`config.mk`:
```
export PLATFORM = sky130hd
export DESIGN_NAME = init_cfg_tx
export DESIGN_NICKNAME = d
export VERILOG_FILES = /design/src/rtl/anc_init_pkg.sv /design/src/rtl/init_cfg_tx.sv
export SDC_FILE = /design/constraint.sdc
export NUM_CORES = 1
export LEC_CHECK = 0
export CORE_MARGIN = 2
export CORE_UTILIZATION = 38
export CTS_CLUSTER_SIZE = 16
export DETAILED_ROUTE_END_ITERATION = 16
export HOLD_SLACK_MARGIN = 0.12
export PLACE_DENSITY_LB_ADDON = 0.3
export SYNTH_ARGS = -nofsm -noshare
export SYNTH_HDL_FRONTEND = slang
export SYNTH_SLANG_ARGS = --single-unit
```
`constraint.sdc`:
```
create_clock -name clk -period 1.9 [get_ports clk]
set_clock_uncertainty 0.1 [all_clocks]
set_input_delay 0.38 -clock clk [delete_from_list [all_inputs] [get_ports clk]]
set_output_delay 0.38 -clock clk [all_outputs]
set_load 0.05 [all_outputs]
```
`src/rtl/anc_init_pkg.sv`:
```
// Shared constants and types for the ANC chip serial initialization word.
// The chip-side deserializer imports this package too, so both ends agree on field packing.
package anc_init_pkg;

    localparam int unsigned INIT_LEN    = 22;

    localparam int unsigned IN_PER_LSB  = 14;
    localparam int unsigned IN_PER_W    = 8;
    localparam int unsigned OUT_PER_LSB = 6;
    localparam int unsigned OUT_PER_W   = 8;
    localparam int unsigned BYPASS_BIT  = 5;
    localparam int unsigned DELAY_LSB   = 0;
    localparam int unsigned DELAY_W     = 5;

    typedef enum logic [1:0] {
        ST_IDLE  = 2'd0,
        ST_HOLD  = 2'd1,
        ST_SHIFT = 2'd2,
        ST_DONE  = 2'd3
    } init_state_e;

    // Field view of the configuration word, MSB first.
    typedef struct packed {
        logic [IN_PER_W-1:0]  in_clk_period;
        logic [OUT_PER_W-1:0] out_clk_period;
        logic                 bypass_mode_sel;
        logic [DELAY_W-1:0]   prog_delay_sel;
    } init_cfg_t;

    typedef logic [INIT_LEN-1:0] init_word_t;

    // Place each field at its LSB constant.
    function automatic init_word_t pack_init_word(
        input logic [IN_PER_W-1:0]  in_per,
        input logic [OUT_PER_W-1:0] out_per,
        input logic                 bypass,
        input logic [DELAY_W-1:0]   delay
    );
        init_word_t w;
        w = '0;
        w[IN_PER_LSB  +: IN_PER_W]  = in_per;
        w[OUT_PER_LSB +: OUT_PER_W] = out_per;
        w[BYPASS_BIT]               = bypass;
        w[DELAY_LSB   +: DELAY_W]   = delay;
        return w;
    endfunction

endpackage

```
`src/rtl/init_cfg_tx.sv`:
```
// Host-side transmitter for the ANC chip init port: holds the chip in reset,
// releases it, then streams the configuration word LSB first on init_out.
module init_cfg_tx
    import anc_init_pkg::*;
#(
    parameter int unsigned INIT_LEN = anc_init_pkg::INIT_LEN,
    parameter int unsigned RST_HOLD = 16
) (
    input  logic                 clk,
    input  logic                 rst_n,
    input  logic                 start,
    input  logic [IN_PER_W-1:0]  in_clk_period,
    input  logic [OUT_PER_W-1:0] out_clk_period,
    input  logic                 bypass_mode_sel,
    input  logic [DELAY_W-1:0]   prog_delay_sel,
    output logic                 chip_rst_n,
    output logic                 init_out,
    output logic                 busy,
    output logic                 done
);

    localparam int unsigned CNT_MAX = (RST_HOLD > INIT_LEN) ? RST_HOLD : INIT_LEN;
    localparam int unsigned CNT_W   = (CNT_MAX > 1) ? $clog2(CNT_MAX) : 1;

    init_state_e         state;
    logic [CNT_W-1:0]    cnt;
    logic [INIT_LEN-1:0] shreg;
    init_word_t          cfg_word;

    assign cfg_word = pack_init_word(in_clk_period, out_clk_period,
                                     bypass_mode_sel, prog_delay_sel);

    // Sequencer: reset hold, then one config bit per clock, then park in DONE.
    always_ff @(posedge clk or negedge rst_n) begin
        if (!rst_n) begin
            state      <= ST_IDLE;
            cnt        <= '0;
            shreg      <= '0;
            chip_rst_n <= 1'b0;
            init_out   <= 1'b0;
            busy       <= 1'b0;
            done       <= 1'b0;
        end else begin
            case (state)
                ST_IDLE: begin
                    chip_rst_n <= 1'b0;
                    init_out   <= 1'b0;
                    busy       <= 1'b0;
                    done       <= 1'b0;
                    if (start) begin
                        shreg <= INIT_LEN'(cfg_word);
                        cnt   <= CNT_W'(RST_HOLD - 1);
                        busy  <= 1'b1;
                        state <= ST_HOLD;
                    end
                end

                ST_HOLD: begin
                    chip_rst_n <= 1'b0;
                    if (cnt == '0) begin
                        chip_rst_n <= 1'b1;
                        init_out   <= shreg[0];
                        shreg      <= shreg >> 1;
                        cnt        <= CNT_W'(INIT_LEN - 1);
                        state      <= ST_SHIFT;
                    end else begin
                        cnt <= cnt - CNT_W'(1);
                    end
                end

                ST_SHIFT: begin
                    init_out <= shreg[0];
                    shreg    <= shreg >> 1;
                    if (cnt == '0) begin
                        init_out <= 1'b0;
                        busy     <= 1'b0;
                        done     <= 1'b1;
                        state    <= ST_DONE;
                    end else begin
                        cnt <= cnt - CNT_W'(1);
                    end
                end

                ST_DONE: begin
                    // A new start is a full re-initialization of the chip.
                    if (start) begin
                        shreg      <= INIT_LEN'(cfg_word);
                        cnt        <= CNT_W'(RST_HOLD - 1);
                        chip_rst_n <= 1'b0;
                        busy       <= 1'b1;
                        done       <= 1'b0;
                        state      <= ST_HOLD;
                    end
                end

                default: state <= ST_IDLE;
            endcase
        end
    end

endmodule

```
==> results of run 1 <==
-- cell type report --
type / count / share of cell area
multi-input combinational: 130 / 0.389
sequential: 33 / 0.322
timing repair buffer: 52 / 0.209
clock buffer: 6 / 0.0322
tap: 54 / 0.0263
clock inverter: 2 / 0.0146
inverter: 5 / 0.00731
-- registers in the layout, summed over array words and instances (netlist names) --
name,cells
shreg,22
cnt,5
state,2
busy,1
chip_rst_n,1
done,1
init_out,1
-- cell usage after synthesis, drive strengths merged --
cell,instances,area share
a21boi,1,0.0041
a21o,1,0.0041
a21oi,29,0.12
a221o,1,0.0055
a22o,1,0.0048
a41oi,1,0.0048
and3,1,0.0034
buf,6,0.027
clkbuf,5,0.010
dfrtp,33,0.45
ha,6,0.041
inv,5,0.010
mux2,1,0.0062
mux2i,23,0.13
nand2,8,0.016
nand2b,1,0.0034
nand3,2,0.0055
nand3b,1,0.0041
nor2,27,0.055
nor2b,4,0.014
nor3,3,0.0082
nor3b,2,0.0082
nor4b,2,0.0096
o211ai,1,0.0041
o21ai,6,0.016
o22a,1,0.0048
o22ai,2,0.0068
o31ai,3,0.012
or4b,1,0.0055
xnor2,1,0.0048
-- timing repair --
item | in CTS | in global routing
gates resized for setup | 4 | 26
pin swaps | 2 | 5
setup endpoints to repair | 22 | 29
hold buffers | 0 | 0
setup buffers | 4 | 2
cloned | 1 | 1
-- logic make-up (layout without fill, tap and decap cells) --
| family | after synthesis | after routing | share of synthesized area |
|---|---|---|---|
| simple gates | 52 | 52 | 0.133 |
| compound gates | 47 | 47 | 0.190 |
| flops | 33 | 33 | 0.451 |
| mux | 24 | 24 | 0.132 |
| buf+inv | 16 | 65 | 0.0478 |
| fa+ha+maj | 6 | 6 | 0.0410 |
| xor+xnor | 1 | 1 | 0.00479 |
-- per-layer routing --
layer  share of wire  vias to the layer above  GRT usage
li1                -                      723          -
met1            0.47                      667      0.209
met2            0.48                       26      0.256
met3           0.035                        8     0.0535
met4           0.018                        0     0.0667
met5               0                        -          0
-- worst max path at each step --
stage | start | to | slack (ns) | cells past startpoint
2_1_floorplan | cnt[0] | shreg[14] | -0.03 | 7
3_3_place_gp | cnt[0] | shreg[11] | 0.02 | 7
3_5_place_dp | cnt[1] | shreg[14] | -0.03 | 7
4_1_cts | cnt[0] | shreg[21] | -0.04 | 7
5_1_grt | cnt[0] | shreg[3] | -0.09 | 8
6_report | cnt[0] | shreg[13] | -0.01 | 8
-- worst register-to-register path: stages, from the launching register on --
cell                      delay, ns
sky130_fd_sc_hd__dfrtp_1       0.40
sky130_fd_sc_hd__inv_1         0.07
sky130_fd_sc_hd__ha_2          0.17
sky130_fd_sc_hd__or4b_4        0.50
sky130_fd_sc_hd__a21oi_4       0.17
sky130_fd_sc_hd__buf_12        0.15
sky130_fd_sc_hd__buf_12        0.13
sky130_fd_sc_hd__nor2_1        0.04
sky130_fd_sc_hd__a21oi_1       0.11
-- layout by cell type, fill, tap and decap left out, drive strengths merged --
cell type	instances
a21boi	1
a21o	1
a21oi	29
a221o	1
a22o	1
a41oi	1
and3	1
buf	27
bufinv	1
clkbuf	7
clkdlybuf4s50	24
clkinvlp	1
dfrtp	33
ha	6
inv	5
mux2	1
mux2i	23
nand2	8
nand2b	1
nand3	2
nand3b	1
nor2	27
nor2b	4
nor3	3
nor3b	2
nor4b	2
o211ai	1
o21ai	6
o22a	1
o22ai	2
o31ai	3
or4b	1
xnor2	1
-- power by group through the flow --
| stage | clock [mW] | combinational [mW] | sequential [mW] |
|---|---|---|---|
| floorplan | 0 | 2.25 | 1.36 |
| global placement | 0 | 3.01 | 1.27 |
| detailed placement | 0 | 3.05 | 1.27 |
| CTS | 0.737 | 3.30 | 1.27 |
| global route | 0.772 | 3.87 | 1.33 |
| finish | 0.717 | 3.56 | 1.29 |
-- metrics by stage --
stage	util	setup slack [ns]	setup TNS, ns
global route	0.547	-0.0872	-1.77
detailed placement	0.485	-0.0271	-0.113
floorplan	-	-0.0308	-0.560
finish	0.547	-0.0132	-0.0448
global placement	0.485	0.0179	0
CTS	0.525	-0.0403	-0.367
==> flow_metrics.py, run 1 <==
metrics = {
    "critical_path": {
        "critPathTopFamily": "simple AND/OR/NAND/NOR gates",
        "worstPathMaxFanout": 12,
        "worst_ep_required_time_ns": 2.02,
        "timing.critical_path.slowest_stage_cell": "sky130_fd_sc_hd__or4b_4",
        "path_class": "flop to flop",
        "critPathBufInv": 3,
        "worst-endpoint-arrival_ns": 2.04,
        "slowest_delay_ns": 0.50,
        "critical_path.reg2reg.startpoint": "cnt[0]",
        "critPathLaunchType": "flop",
        "reg2reg_setup_slack_ns": -0.01,
        "reg2reg_to": "shreg[13]",
        "timing.reg2reg.worst_path_depth": 8,
        "worstPathCellList": "inv_1 > ha_2 > or4b_4 > a21oi_4 > buf_12 > buf_12 > nor2_1 > a21oi_1",
        "cp_common_cell": "sky130_fd_sc_hd__buf_12",
        "type_of_element_capturing_the_critical_path": "flop",
    },
    "min_path": {
        "worst_min_delay_path_category": "input port to asynchronous set/reset pin",
    },
    "pwr": {
        "p_sw_frac": 0.418,
        "pwr-share-seq": 0.232,
        "intPower_mw": 3.24,
        "power.share.combinational": 0.639,
        "clkPwrFrac": 0.129,
        "cellLeakagePower_nw": 1.11,
        "design_power_total_mw": 5.57,
        "p_sw_mw": 2.33,
        "ir_worst_vdd_v": 0.000988,
        "power-per-cell-area_mw_per_mm2": 2170,
    },
    "cells_and_area": {
        "multi_input_area_um2": 997,
        "finalNetCount": 258,
        "post_layout_instance_area_mm2": 0.00257,
        "register_area_um2": 826,
        "layout-drive-gt1-share": 0.325,
        "area_growth_syn_to_layout_pct": 40.2,
        "n_antenna_cell": 0,
        "filler_cell_count": 419,
        "finish.cell_count_without_fillers": 282,
    },
    "grt": {
        "grt_pass1_wl_um": 6540,
        "antenna_found_initial": 0,
        "grt_overflow_total": 0,
        "grt_start_max_net_pins": 34,
        "gr-usage-all-layers": 0.164,
        "vias_in_the_first_global_route": 1384,
    },
    "synthesis": {
        "synth-seq-area-share": 0.451,
        "yosysUniqueCellTypes": 35,
        "syn_nets": 210,
        "postSynthRegisterBits": 33,
        "postSynthAreaPerCell_um2": 10.2,
        "synth.cell_area_mm2": 0.00183,
        "number_of_standard_cells_after_synthesis": 179,
        "synth_warnings": 0,
    },
    "outcome": {
        "violations": "negative setup slack",
        "outcome": "finished with violations",
    },
    "sta": {
        "rsz0062_at_grt": "true",
        "post-route-worst-setup-slack_ns": -0.0132,
        "final_min_period_over_clock_period": 1.01,
        "hold_violations": 0,
        "tightest_slew_ns": 0.467,
        "max_clock_freq_mhz": 523,
        "setup_violations": 7,
        "worst_hold_slack_ns": 0.391,
        "slew_violations": 0,
        "relSlewSlack": 0.689,
        "fin_crit_ns": 1.91,
    },
    "clocking": {
        "clk_latency_ns": 0.30,
        "clk_root_buffer_cell": "sky130_fd_sc_hd__clkbuf_8",
        "cts_htree_levels": 2,
        "tritoncts": "yes",
        "clock_tree.buffer_depth": 2,
        "clk_pin_slew_ns": 0.07,
        "clock-sinks": 33,
        "tritoncts.num_buffers": 5,
    },
    "drt": {
        "post-route-drc-count": 0,
        "ant_nets": 0,
        "detail_route.wirelength_um": 4020,
        "post_drt_wl_per_cell_um": 14.3,
        "dr_total_vias": 1424,
        "drt_iter0_drc": 64,
        "drt_first_pass_iters": 4,
        "detail_route.vias_per_cell": 5.05,
    },
    "die": {
        "initial_core_utilization": 0.390,
        "die_y_um": 73.4,
        "num_io_pins": 29,
        "core_mm2": 0.00469,
        "core.rowCount": 25,
        "die_boundary_width_um": 73.4,
        "dieArea_mm2": 0.00539,
    },
    "flow_run": {
        "cap_violations": 0,
    },
    "placement": {
        "dp.cells": 268,
        "port_buffers": 28,
        "weighted_congestion_at_the_end_of_routability_driven_global_placement": 0.801,
        "placed_inst_area_mm2": 0.00228,
        "dp_hpwl_um": 2470,
    },
}
(Power assumes the default switching activity.)
==> inputs of run 2 (changes only) <==
--- a/config.mk
+++ b/config.mk
@@ -6,5 +6,5 @@
 export NUM_CORES = 1
 export LEC_CHECK = 0
-export CORE_MARGIN = 2
+export CORE_MARGIN = 1
 export CORE_UTILIZATION = 38
 export CTS_CLUSTER_SIZE = 16
==> constraint.sdc (replaced) <==
create_clock -name clk -period 1.9 [get_ports clk]
set_clock_uncertainty 0.1 [all_clocks]
set_input_delay 0.38 -clock clk [delete_from_list [all_inputs] [get_ports clk]]
set_output_delay 0.38 -clock clk [all_outputs]
set_load 0.02 [all_outputs]
==> flow_metrics.py, run 2 (same netlist as run 1, synthesis figures left out) <==
metrics = {
    "outcome": {
        "outcome": "finished with violations",
        "violations": "negative setup slack",
    },
    "cells_and_area": {
        "mostFrequentLayoutCells": "sky130_fd_sc_hd__dfrtp_1 (33), sky130_fd_sc_hd__clkdlybuf4s50_1 (28), sky130_fd_sc_hd__mux2i_1 (23)",
        "finalNetCount": 257,
        "n_antenna_cell": 0,
        "fin_util": 0.576,
        "post_layout_instance_area_mm2": 0.00259,
        "layout-drive-gt1-share": 0.317,
        "final_common_cell": "sky130_fd_sc_hd__dfrtp_1",
        "reg.largest.list": "shreg (22), cnt (5), state (2)",
        "largest_reg_flops": 22,
        "largest-register": "shreg",
        "area_growth_syn_to_layout_pct": 41.6,
    },
    "critical_path": {
        "worstPathMaxFanout": 7,
        "worst_ep_required_time_ns": 2.01,
        "cp-startpoint": "cnt[1]",
        "worst-endpoint-arrival_ns": 2.04,
        "type_of_element_capturing_the_critical_path": "flop",
        "critPathLaunchType": "flop",
        "path_class": "flop to flop",
        "critical_path.reg2reg.startpoint": "cnt[1]",
    },
    "clocking": {
        "clock-sinks": 33,
        "clk_latency_ns": 0.29,
        "clk_pin_slew_ns": 0.07,
        "cts_hold_repair.buffers": 0,
        "cts_htree_levels": 2,
        "tritoncts": "yes",
        "clk_root_buffer_cell": "sky130_fd_sc_hd__clkbuf_8",
        "clock_tree.buffer_depth": 2,
        "tritoncts.num_buffers": 5,
    },
    "die": {
        "dieArea_mm2": 0.00510,
        "die_boundary_width_um": 71.4,
        "die_y_um": 71.4,
        "num_io_pins": 29,
        "core.rowCount": 24,
        "initial_core_utilization": 0.406,
        "core_mm2": 0.00450,
    },
    "sta": {
        "slew_violations": 0,
        "worst_hold_slack_ns": 0.396,
        "final_min_period_over_clock_period": 1.02,
        "fin_crit_ns": 1.94,
        "hold_violations": 0,
        "max_clock_freq_mhz": 516,
        "post-route-worst-setup-slack_ns": -0.0364,
        "relSlewSlack": 0.681,
        "rsz0062_at_grt": "true",
        "setup_violations": 1,
        "totalNegativeSetupSlack_ns": -0.0364,
        "tightest_slew_ns": 0.478,
    },
    "grt": {
        "grt_overflow_total": 0,
        "antenna_found_initial": 0,
        "vias_in_the_first_global_route": 1309,
        "gr-usage-all-layers": 0.163,
        "grt_start_max_net_pins": 34,
        "grt_pass1_wl_um": 6330,
    },
    "drt": {
        "dr_total_vias": 1453,
        "detail_route.wirelength_um": 4140,
        "post-route-drc-count": 0,
        "drt_first_pass_iters": 4,
        "detail_route.vias_per_cell": 5.21,
        "post_drt_wl_per_cell_um": 14.9,
        "drt_iter0_drc": 140,
        "ant_nets": 0,
    },
    "placement": {
        "placed_inst_area_mm2": 0.00229,
        "dp_hpwl_um": 2530,
        "pre_cts_setup_slack_ns": -0.00507,
        "port_buffers": 28,
        "weighted_congestion_at_the_end_of_routability_driven_global_placement": 0.821,
    },
    "pwr": {
        "ir_worst_vdd_v": 0.000831,
        "cellLeakagePower_nw": 1.10,
        "power-per-cell-area_mw_per_mm2": 2180,
    },
    "flow_run": {
        "cap_violations": 0,
    },
    "min_path": {
        "worst_min_delay_path_category": "input port to asynchronous set/reset pin",
    },
}
-- run 2: layer usage --
metal  up-vias  part of all wire  track usage
li1        724                 -            -
met1       696              0.49        0.223
met2        31              0.46        0.241
met3         2             0.039       0.0591
met4         0            0.0060       0.0533
met5         -                 0            0
-- run 2: area by class of cell --
type                            count  area, um2
Fill cell                         398       1910
Multi-Input combinational cell    130       1000
Sequential cell                    33        826
Timing Repair Buffer               51        563
Clock buffer                        5       68.8
Tap cell                           52       65.1
Clock inverter                      3       46.3
Inverter                            5       18.8
-- run 2: power by group --
group / internal, mW / leakage (nW) / total, mW / switching [mW]
Combinational: 1.85 / 0.663 / 3.68 / 1.83
Sequential: 1.07 / 0.382 / 1.29 / 0.218
Clock: 0.393 / 0.0543 / 0.676 / 0.283
-- run 2: worst max-delay path, stage by stage (launching register included) --
cell and delay (ns):
sky130_fd_sc_hd__dfrtp_1 0.39, sky130_fd_sc_hd__inv_2 0.08, sky130_fd_sc_hd__ha_4 0.13, sky130_fd_sc_hd__or4b_4 0.48, sky130_fd_sc_hd__a21oi_4 0.19, sky130_fd_sc_hd__buf_12 0.15
sky130_fd_sc_hd__buf_12 0.14, sky130_fd_sc_hd__nor2_1 0.05, sky130_fd_sc_hd__a21oi_1 0.14
-- run 2: timing repair --
action,in CTS,in global routing
gates cloned,0,4
pin swaps,0,2
setup buffers,0,2
setup endpoints to repair,2,25
hold endpoints to repair,0,0
resized for setup,2,21
-- run 2: metrics by stage --
step                      power (mW)  std cells
after global routing            6.05        279
after CTS                       5.00        273
final                           5.64        279
after global placement          4.28        265
after detailed placement        4.30        265
after floorplan                 3.54        179
-- run 2: path summary, 6_finish.rpt --
path                             end  slack [ns]  depth (start not counted)
min                        shreg[16]        0.40                          2
min in group clk            shreg[2]        0.42                          2
max reg2reg                shreg[13]       -0.04                          8
min reg2reg                 shreg[2]        0.42                          2
max                        shreg[13]       -0.04                          8
max in group asynchronous       busy        0.97                          2
==> inputs of run 3 (changes only) <==
Settings changed: HOLD_SLACK_MARGIN 0.12 to unset.
==> results of run 3 <==
No change in the layout: final DEF, timing and power equal those of run 2.
